### src/rtl/id_stage_if.sv
// Fetch->decode->execute handshake, hazard sideband and write-back port of the decode stage.
// The decode stage sits on the slave modport; the surrounding pipeline (or a bench) drives the master side.
interface id_stage_if;
  logic         fs_to_ds_valid;
  logic [63:0]  if_id_bus_in;
  logic [5:0]   exception_code_fd;
  logic         ds_allowin;
  logic         es_allowin;
  logic         ds_to_es_valid;
  logic [149:0] id_ex_bus_out;
  logic         br_flush;
  logic         es_valid;
  logic         es_mem_read;
  logic [4:0]   es_rd;
  logic         wb_we;
  logic [4:0]   wb_rd;
  logic [31:0]  wb_wdata;
  logic         stall_flag;

  modport master (
    output fs_to_ds_valid, if_id_bus_in, exception_code_fd, es_allowin, br_flush,
           es_valid, es_mem_read, es_rd, wb_we, wb_rd, wb_wdata,
    input  ds_allowin, ds_to_es_valid, id_ex_bus_out, stall_flag
  );

  modport slave (
    input  fs_to_ds_valid, if_id_bus_in, exception_code_fd, es_allowin, br_flush,
           es_valid, es_mem_read, es_rd, wb_we, wb_rd, wb_wdata,
    output ds_allowin, ds_to_es_valid, id_ex_bus_out, stall_flag
  );
endinterface

### src/rtl/id_stage.sv
// RV32 decode stage: one register slot, regfile read with write-back bypass, load-use stall.
// Offers a captured instruction to execute the next cycle; holds while execute refuses or a load-use stall is active.
module id_stage #(
  parameter logic [31:0] NOP_INST = 32'h0000_0033
) (
  input  logic       clk,
  input  logic       rst_n,
  id_stage_if.slave  bus
);

  localparam logic [6:0] OPC_LUI     = 7'h37;
  localparam logic [6:0] OPC_AUIPC   = 7'h17;
  localparam logic [6:0] OPC_JAL     = 7'h6F;
  localparam logic [6:0] OPC_JALR    = 7'h67;
  localparam logic [6:0] OPC_BRANCH  = 7'h63;
  localparam logic [6:0] OPC_LOAD    = 7'h03;
  localparam logic [6:0] OPC_STORE   = 7'h23;
  localparam logic [6:0] OPC_OPIMM   = 7'h13;
  localparam logic [6:0] OPC_OP      = 7'h33;
  localparam logic [6:0] OPC_SYSTEM  = 7'h73;
  localparam logic [6:0] OPC_MISCMEM = 7'h0F;

  logic        ds_valid_q, ds_valid_d;
  logic [31:0] ds_inst_q, ds_inst_d;
  logic [31:0] ds_pc_q, ds_pc_d;
  logic [5:0]  ds_exc_q, ds_exc_d;
  logic [31:0] rf_q [32];

  logic        ds_allowin, ds_ready_go, stall;
  logic [31:0] inst, imm, rs1_val, rs2_val;
  logic [6:0]  opcode;
  logic [4:0]  rs1, rs2, rd_out;
  logic [5:0]  exc_out;
  logic        legal, rs1_used, rs2_used, no_rd;

  // An empty slot still presents a fully decoded bubble built from NOP_INST.
  assign inst   = ds_valid_q ? ds_inst_q : NOP_INST;
  assign opcode = inst[6:0];
  assign rs1    = inst[19:15];
  assign rs2    = inst[24:20];

  always_comb begin
    legal    = 1'b1;
    rs1_used = 1'b1;
    rs2_used = 1'b0;
    no_rd    = 1'b0;
    imm      = 32'd0;
    case (opcode)
      OPC_LUI, OPC_AUIPC: begin
        imm      = {inst[31:12], 12'd0};
        rs1_used = 1'b0;
      end
      OPC_JAL: begin
        imm      = {{11{inst[31]}}, inst[31], inst[19:12], inst[20], inst[30:21], 1'b0};
        rs1_used = 1'b0;
      end
      OPC_JALR, OPC_LOAD, OPC_OPIMM, OPC_SYSTEM, OPC_MISCMEM: begin
        imm = {{20{inst[31]}}, inst[31:20]};
      end
      OPC_STORE: begin
        imm      = {{20{inst[31]}}, inst[31:25], inst[11:7]};
        rs2_used = 1'b1;
        no_rd    = 1'b1;
      end
      OPC_BRANCH: begin
        imm      = {{19{inst[31]}}, inst[31], inst[7], inst[30:25], inst[11:8], 1'b0};
        rs2_used = 1'b1;
        no_rd    = 1'b1;
      end
      OPC_OP: begin
        rs2_used = 1'b1;
      end
      default: begin
        legal = 1'b0;
      end
    endcase
  end

  // A fetch-side exception takes priority over the illegal-opcode code.
  assign exc_out = (ds_valid_q && ds_exc_q[5]) ? ds_exc_q :
                   (legal ? 6'b000000 : 6'b100010);
  assign rd_out  = (no_rd || exc_out[5]) ? 5'd0 : inst[11:7];

  assign rs1_val = (rs1 == 5'd0) ? 32'd0 :
                   (bus.wb_we && bus.wb_rd == rs1) ? bus.wb_wdata : rf_q[rs1];
  assign rs2_val = (rs2 == 5'd0) ? 32'd0 :
                   (bus.wb_we && bus.wb_rd == rs2) ? bus.wb_wdata : rf_q[rs2];

  assign stall = ds_valid_q && bus.es_valid && bus.es_mem_read && (bus.es_rd != 5'd0) &&
                 ((rs1_used && bus.es_rd == rs1) || (rs2_used && bus.es_rd == rs2));

  assign ds_ready_go        = !stall;
  assign ds_allowin         = !ds_valid_q || (ds_ready_go && bus.es_allowin);
  assign bus.ds_allowin     = ds_allowin;
  assign bus.ds_to_es_valid = ds_valid_q && ds_ready_go && !bus.br_flush;
  assign bus.stall_flag     = stall;
  assign bus.id_ex_bus_out  = {exc_out, opcode, inst[14:12], inst[30], rd_out,
                               rs2_val, rs1_val, imm, ds_pc_q};

  always_comb begin
    ds_valid_d = ds_valid_q;
    ds_inst_d  = ds_inst_q;
    ds_pc_d    = ds_pc_q;
    ds_exc_d   = ds_exc_q;
    if (ds_allowin) begin
      ds_valid_d = bus.fs_to_ds_valid && !bus.br_flush;
    end else if (bus.br_flush) begin
      ds_valid_d = 1'b0;
    end
    if (ds_allowin && bus.fs_to_ds_valid && !bus.br_flush) begin
      ds_inst_d = bus.if_id_bus_in[63:32];
      ds_pc_d   = bus.if_id_bus_in[31:0];
      ds_exc_d  = bus.exception_code_fd;
    end
  end

  always_ff @(posedge clk or negedge rst_n) begin
    if (!rst_n) begin
      ds_valid_q <= 1'b0;
      ds_inst_q  <= NOP_INST;
      ds_pc_q    <= 32'd0;
      ds_exc_q   <= 6'd0;
    end else begin
      ds_valid_q <= ds_valid_d;
      ds_inst_q  <= ds_inst_d;
      ds_pc_q    <= ds_pc_d;
      ds_exc_q   <= ds_exc_d;
    end
  end

  // Register contents survive reset; x0 is never written and reads as zero above.
  always_ff @(posedge clk) begin
    if (bus.wb_we && bus.wb_rd != 5'd0) begin
      rf_q[bus.wb_rd] <= bus.wb_wdata;
    end
  end

endmodule
### src/flat_wrapper.sv
// flat-port wrapper written by rule: the top's interface ports become plain ports
module id_stage_flat 
#(
  parameter logic [31:0] NOP_INST = 32'h0000_0033
)
  (clk, rst_n, bus_fs_to_ds_valid, bus_if_id_bus_in, bus_exception_code_fd, bus_es_allowin, bus_br_flush, bus_es_valid, bus_es_mem_read, bus_es_rd, bus_wb_we, bus_wb_rd, bus_wb_wdata, bus_ds_allowin, bus_ds_to_es_valid, bus_id_ex_bus_out, bus_stall_flag);
  id_stage_if bus_i ();
  input  logic clk;
  input  logic rst_n;
  input wire logic [$bits(bus_i.fs_to_ds_valid)-1:0] bus_fs_to_ds_valid;
  input wire logic [$bits(bus_i.if_id_bus_in)-1:0] bus_if_id_bus_in;
  input wire logic [$bits(bus_i.exception_code_fd)-1:0] bus_exception_code_fd;
  input wire logic [$bits(bus_i.es_allowin)-1:0] bus_es_allowin;
  input wire logic [$bits(bus_i.br_flush)-1:0] bus_br_flush;
  input wire logic [$bits(bus_i.es_valid)-1:0] bus_es_valid;
  input wire logic [$bits(bus_i.es_mem_read)-1:0] bus_es_mem_read;
  input wire logic [$bits(bus_i.es_rd)-1:0] bus_es_rd;
  input wire logic [$bits(bus_i.wb_we)-1:0] bus_wb_we;
  input wire logic [$bits(bus_i.wb_rd)-1:0] bus_wb_rd;
  input wire logic [$bits(bus_i.wb_wdata)-1:0] bus_wb_wdata;
  output wire logic [$bits(bus_i.ds_allowin)-1:0] bus_ds_allowin;
  output wire logic [$bits(bus_i.ds_to_es_valid)-1:0] bus_ds_to_es_valid;
  output wire logic [$bits(bus_i.id_ex_bus_out)-1:0] bus_id_ex_bus_out;
  output wire logic [$bits(bus_i.stall_flag)-1:0] bus_stall_flag;
  assign bus_i.fs_to_ds_valid = bus_fs_to_ds_valid;
  assign bus_i.if_id_bus_in = bus_if_id_bus_in;
  assign bus_i.exception_code_fd = bus_exception_code_fd;
  assign bus_i.es_allowin = bus_es_allowin;
  assign bus_i.br_flush = bus_br_flush;
  assign bus_i.es_valid = bus_es_valid;
  assign bus_i.es_mem_read = bus_es_mem_read;
  assign bus_i.es_rd = bus_es_rd;
  assign bus_i.wb_we = bus_wb_we;
  assign bus_i.wb_rd = bus_wb_rd;
  assign bus_i.wb_wdata = bus_wb_wdata;
  assign bus_ds_allowin = bus_i.ds_allowin;
  assign bus_ds_to_es_valid = bus_i.ds_to_es_valid;
  assign bus_id_ex_bus_out = bus_i.id_ex_bus_out;
  assign bus_stall_flag = bus_i.stall_flag;
  id_stage #(.NOP_INST(NOP_INST)) u_core (.clk(clk), .rst_n(rst_n), .bus(bus_i));
endmodule
### config.mk
export PLATFORM = sky130hd
export DESIGN_NAME = id_stage_flat
export DESIGN_NICKNAME = d
export VERILOG_FILES = /design/src/rtl/id_stage_if.sv /design/src/rtl/id_stage.sv /design/src/flat_wrapper.sv
export SDC_FILE = /design/constraint.sdc
export NUM_CORES = 2
export LEC_CHECK = 0
export CORE_MARGIN = 3
export CORE_UTILIZATION = 40
export DETAILED_ROUTE_END_ITERATION = 10
export GPL_TIMING_DRIVEN = 0
export MAX_ROUTING_LAYER = met4
export PLACE_DENSITY = 0.66
export SYNTH_ARGS = -nofsm -noshare
export SYNTH_HDL_FRONTEND = slang
export SYNTH_SLANG_ARGS = --single-unit
### constraint.sdc
create_clock -name clk -period 3.3 [get_ports clk]
set_input_delay 0.825 -clock clk [delete_from_list [all_inputs] [get_ports clk]]
set_output_delay 0.825 -clock clk [all_outputs]
set_load 0.02 [all_outputs]
=== Word-level counts from Yosys, hierarchy flattened ===
Memories as Yosys holds them, arrays and structs flattened.
Cells that the tools add are included.

* Equal/unequal tests: 15
* Mux-type cells: 17
* Reduce and logical (&&, ||, !) cells: 33

{| class="wikitable"
|+ Operators by type and width
! operator !! count
|-
| 2-to-1 mux 32 bit || 5
|-
| one-hot mux 32 bit (5 select lines) || 1
|-
| equality test 7 bit, second input constant || 4
|-
| equality test 7 x 6 -> 1 bit, second input constant || 3
|-
| equality test 5 bit || 4
|-
| logical AND 1 bit || 16
|-
| equality test 7 x 5 -> 1 bit, second input constant || 2
|-
| 2-to-1 mux 6 bit || 2
|-
| OR reduction 11 bit || 1
|-
| zero test 5 bit || 2
|-
| nonzero test 5 bit || 2
|-
| 2-to-1 mux 1 bit || 8
|-
| equality test 7 x 2 -> 1 bit, second input constant || 1
|-
| equality test 7 x 4 -> 1 bit, second input constant || 1
|-
| OR reduction 3 bit || 2
|-
| 2-to-1 mux 5 bit || 1
|-
| OR reduction 5 bit || 1
|-
| OR reduction 2 bit || 2
|-
| zero test 1 bit || 3
|-
| logical OR 1 bit || 3
|-
| nonzero test 2 bit || 1
|}

* Flip-flop bits (word level): 71
* Bits in writable memories: 1024
* Input port bits: 120
* Output and inout bits: 153
* Word-level logic and storage cells: 70
* Memories kept: 1

{| class="wikitable"
|+ Memory list
! memory !! words !! width !! rd ports !! clocked after memory_dff !! wr ports !! line !! text
|-
| u_core.rf_q || 32 || 32 || 2 || 0 || 1 || id_stage.sv:27 || <nowiki>logic [31:0] rf_q [32];</nowiki>
|}

=== Depth between registers and ports, before layout ===
* Depth after elaboration: 12
* Mapped depth: 10
* Mapped depth without buffers: 6

=== Worst setup path before layout ===
OpenSTA, ideal clock, no wires.

* Kind: in2out
* Start: in bus_wb_rd[3]
* End: out bus_id_ex_bus_out[96]
* Data arrival time: 2641 ps
* Required time: 2475 ps
* Setup slack: -166 ps
* Cell stages on the path: 8
* Path buffers: 2
* Path through: clkbuf_1 -> xor2_1 -> a221oi_1 -> a21oi_1 -> nor3_2 -> clkbuf_1 -> a311oi_1 -> nor3_1

* Word-level cells in the longest chain between the ends: 4

{| class="wikitable"
|+ Ends and longest elaborated chain
! item !! line !! text
|-
| from (decl) || flat_wrapper.sv:19 || <nowiki>input wire logic [$bits(bus_i.wb_rd)-1:0] bus_wb_rd;</nowiki>
|-
| equality test 5 bit || id_stage.sv:87 || <nowiki>(bus.wb_we && bus.wb_rd == rs2) ? bus.wb_wdata : rf_q[rs2];</nowiki>
|-
| logical AND 1 bit || id_stage.sv:87 ||
|-
| 2-to-1 mux 32 bit || id_stage.sv:87 ||
|-
| 2-to-1 mux 32 bit || id_stage.sv:86 || <nowiki>assign rs2_val = (rs2 == 5'd0) ? 32'd0 :</nowiki>
|-
| to (decl) || flat_wrapper.sv:23 || <nowiki>output wire logic [$bits(bus_i.id_ex_bus_out)-1:0] bus_id_ex_bus_out;</nowiki>
|}

Every way passes these cells.

=== Worst setup path after layout ===
* Start: reg u_core.ds_inst_q[17]
* End: out bus_id_ex_bus_out[94]

* Word-level cells in the longest chain between the ends: 5
* Elaborated cells between the ends (all ways): 7
* Those cells by class: eq/ne: 1; mux: 3; reduce/logical: 2; memory: 1

{| class="wikitable"
|+ Ends and longest elaborated chain
! item !! line !! text
|-
| from (decl) || id_stage.sv:24 || <nowiki>logic [31:0] ds_inst_q, ds_inst_d;</nowiki>
|-
| from (signal assigned) || id_stage.sv:125 || <nowiki>ds_inst_q <= ds_inst_d;</nowiki>
|-
| 2-to-1 mux 32 bit * || id_stage.sv:37 || <nowiki>assign inst = ds_valid_q ? ds_inst_q : NOP_INST;</nowiki>
|-
| branches (longest 3 deep; another with memory read (32 x 32 bit)) || n/a ||
|-
| 2-to-1 mux 32 bit * || id_stage.sv:84 || <nowiki>assign rs1_val = (rs1 == 5'd0) ? 32'd0 :</nowiki>
|}

Mark *: on every way between the ends.

==> key figures <==
Critical path
  • Slowest stage cell, crit path: dfrtp_4
  • Crit path top cell by count: buf_6
  • Worst reg-to-reg setup slack: approximately 0.52 ns
  • CP Class: reg2out
  • CP peak stage delay: 0.54 ns
  • WP data arrival: 3.53 ns
  • Element type at the critical path start: flip-flop
  • R2R depth: 13
  • R2R Path End: u_core.ds_inst_q[16]$_DFFE_PN0P_
  • Worst-path cell chain: buf_6, xnor2_1, nand4_1, a22oi_2, buf_4, buf_12, nand3_4, buf_4, buf_6, or2_4, a21oi_4, buf_6
  • CP Capture Type: primary output
  • Worst endpoint required time: approximately 2.5 ns
  • Worst Path Max Fanout: 10
  • Reg-to-reg startpoint: u_core.ds_valid_q$_DFFE_PN0P_

Global route
  • Largest net degree at the start of global routing: slightly below 70
  • GR Overflow Total: 0
  • Vias in the first global route: ~43000
  • Initial antenna violation count: 7
  • First-pass GRT wire length: between 300000 and 400000 um
  • Gr usage total: 33.1%

Power and ir drop
  • Clock power frac: 32.9%
  • Total power: 41.3 mW
  • Share of power burned in registers: roughly two fifths
  • Logic pwr share: between 20% and 30%
  • Leak: approximately 26 nW
  • PD cells: 552 nW/um^2
  • Net Sw Power: 13.1 mW
  • Internal power: between 20 and 30 mW
  • Sw frac: around a third
  • Worst VDD drop: 0.000495 V

Finish
  • P&R area growth vs syn: 37.0%
  • Area of the multi-input gates: roughly 25000 um^2
  • Most frequent cells in the layout: edfxtp_1, mux2i_1, nand2_1
  • FILL cells: between 10000 and 15000
  • Commonest non-fill, non-tap cell in the layout: edfxtp_1
  • Layout cell share with drive strength beyond 1: ~40%
  • FF+latch area: ~33000 um^2
  • Final #Nets: 4907

CTS
  • Inserted Clock Buffers: 119
  • Clk slew on worst S/H paths: approximately 0.06 ns
  • Clock Path Buffers: 3
  • CTS root buffer: clkbuf_16
  • CTS H-tree depth: 3
  • Worst-Skew Late Latency: 0.77 ns
  • CTS Sinks: roughly 1100
  • CTS tree: done

STA
  • Final setup margin: -1.06 ns
  • Hold slack: about 0.43 ns
  • Final hold vios: 0
  • Clock Skew: roughly 0.028 ns
  • RSZ-0062 raised after global routing: yes
  • Fmax: approximately 230 MHz
  • Worst slew pin tran: between 1 and 1.5 ns
  • Fin crit share: 132%
  • Min Tclk post-route: 4.36 ns
  • # setup viols final: between 100 and 150
  • Rel. slew slack: just over 6%
  • Slew Limit Fails: 0

Yosys
  • Synth Cell Area: approximately 55000 um^2
  • Syn Area/Cell: around 13 um^2
  • Sequential cell area fraction in the yosys report: 59.6%
  • Netlist cell types: slightly above 80
  • Cells after synthesis: slightly above 4000
  • Most used DFF post-synth: edfxtp_1
  • Synth Register Bits: around 1100
  • Async SR Flop Fraction: under 10%
  • Number of synthesized flops with an enable pin: about 1000
  • YS warnings: 0

Die
  • Core Area: approximately 130000 um^2
  • Die X: ~380 um
  • Standard-cell rows: between 100 and 150
  • Initial Util: roughly two fifths
  • Die height: 375 um
  • I/O pin total: 273
  • Die area: ~140000 um^2

Route
  • Final Routed Wirelength: approximately 240000 um
  • TritonRoute pass-1 iters: 8
  • WL per Instance: 36.0 um
  • Detail Route Antenna Nets: 0
  • Via count: ~45000
  • # DRC: 0
  • Iter 0 DRT Violations: 7514
  • Vias/cell: just under 7

Status
  • Outcome: finished with violations
  • Violated checks: negative setup slack

Min path
  • Hold WC Path Type: in2async

Placement
  • HPWL after DPL: ~160000 um
  • Final RePlAce weighted congestion: a little over 1
  • Number of port buffers: between 200 and 300

Flow run
  • Max cap viols: 0
==> state kept, by name (all words and copies together), names as in the netlist <==
register,count
u_core.ds_pc_q,32
u_core.ds_exc_q,6
u_core.ds_inst_q,32
u_core.rf_q,1024
u_core.ds_valid_q,1
==> critical path: cells and delay by family, from the launching register on <==
kind	cells	cell delay (ns)
and+or+nand+nor	3	0.45
xor gates and xnor gates	1	0.23
AOI/OAI and AO/OA	2	0.52
DFF	1	0.54
buffers and inverters	6	0.99
==> cell usage after synthesis, types with 94 or more instances <==
cell type	instances	area, um^2
buf_2	140	701
mux2_2	210	2360
nor3_1	94	470
a21oi_1	102	510
nor2b_1	134	838
a221oi_1	97	850
clkbuf_1	163	612
a211oi_1	164	1230
nand2_1	322	1210
nor2_1	212	796
edfxtp_1	1024	30700
mux2i_1	344	3440
o21ai_0	117	586
==> cell type report <==
type / instances / share of cell area [%]
flip-flops and latches: 1095 / 43.5
multi-input cells: 2666 / 34.1
repair buffers: 521 / 7.99
plain buffers: 369 / 6.19
clock buffers: 146 / 4.20
well taps: 1768 / 2.96
clock inverters: 72 / 0.942
inverters: 15 / 0.0953
diodes: 7 / 0.0234
==> what timing repair did <==
item	CTS	global route
gates resized for setup	2086	508
hold endpoints to repair	4	0
endpoints found under the setup margin	121	117
gates cloned	12	12
setup buffers	124	86
pin swaps	209	205
hold buffers	1	0
==> logic make-up (layout without fill, tap and decap cells) <==
logic type                Yosys count  in the layout  synth area share, %
AOI/OAI and AO/OA                1012           1012                 14.2
xor gates and xnor gates           11             11                0.176
buffers and inverters             398           1123                 3.53
DFF                              1095           1095                 59.6
muxes                             667            667                 14.3
other                               1             39              0.00687
and+or+nand+nor                   942            944                 8.17
==> per-stage QoR <==
step	setup TNS, ns	utilization, %	cells	setup slack, ns	cell area (um^2)
final	-79.34	55.6	6659	-1.06	74800
after global routing	-81.69	55.6	6656	-1.04	74800
after floorplan	-0.0131	-	4157	-0.0131	55000
after global placement	-2457.43	44.5	6193	-2.75	59900
after detailed placement	-321.31	45.2	6225	-2.76	60800
after CTS	-67.24	53.5	6571	-0.933	71900
==> worst max-delay path by stage <==
stage,from,endpoint,slack (ns),depth (start not counted)
after floorplan,bus_wb_rd[3],bus_id_ex_bus_out[96],-0.01,8
after global placement,u_core.ds_inst_q[17]$_DFFE_PN0P_,bus_id_ex_bus_out[95],-2.75,9
after detailed placement,bus_wb_rd[0],bus_id_ex_bus_out[127],-2.76,9
after CTS,u_core.ds_inst_q[16]$_DFFE_PN0P_,bus_id_ex_bus_out[95],-0.93,9
after global routing,u_core.ds_inst_q[16]$_DFFE_PN0P_,bus_id_ex_bus_out[73],-1.04,12
final,u_core.ds_inst_q[17]$_DFFE_PN0P_,bus_id_ex_bus_out[94],-1.06,12
==> power groups by stage <==
stage	Clock (mW)	Sequential (mW)	Combinational (mW)
global placement	0	16.0	8.46
finish	13.6	15.9	11.8
global route	14.1	15.9	12.0
floorplan	0	16.1	4.77
detailed placement	0	16.0	8.58
CTS	13.5	15.8	10.5
==> layer usage <==
layer	wire length, um	track usage, %	vias up
li1	-	-	17804
met2	101000	46.8	3629
met3	31900	10.4	794
met5	0	-	-
met1	87500	41.2	22615
met4	18800	20.6	0
(Power assumes the default switching activity.)
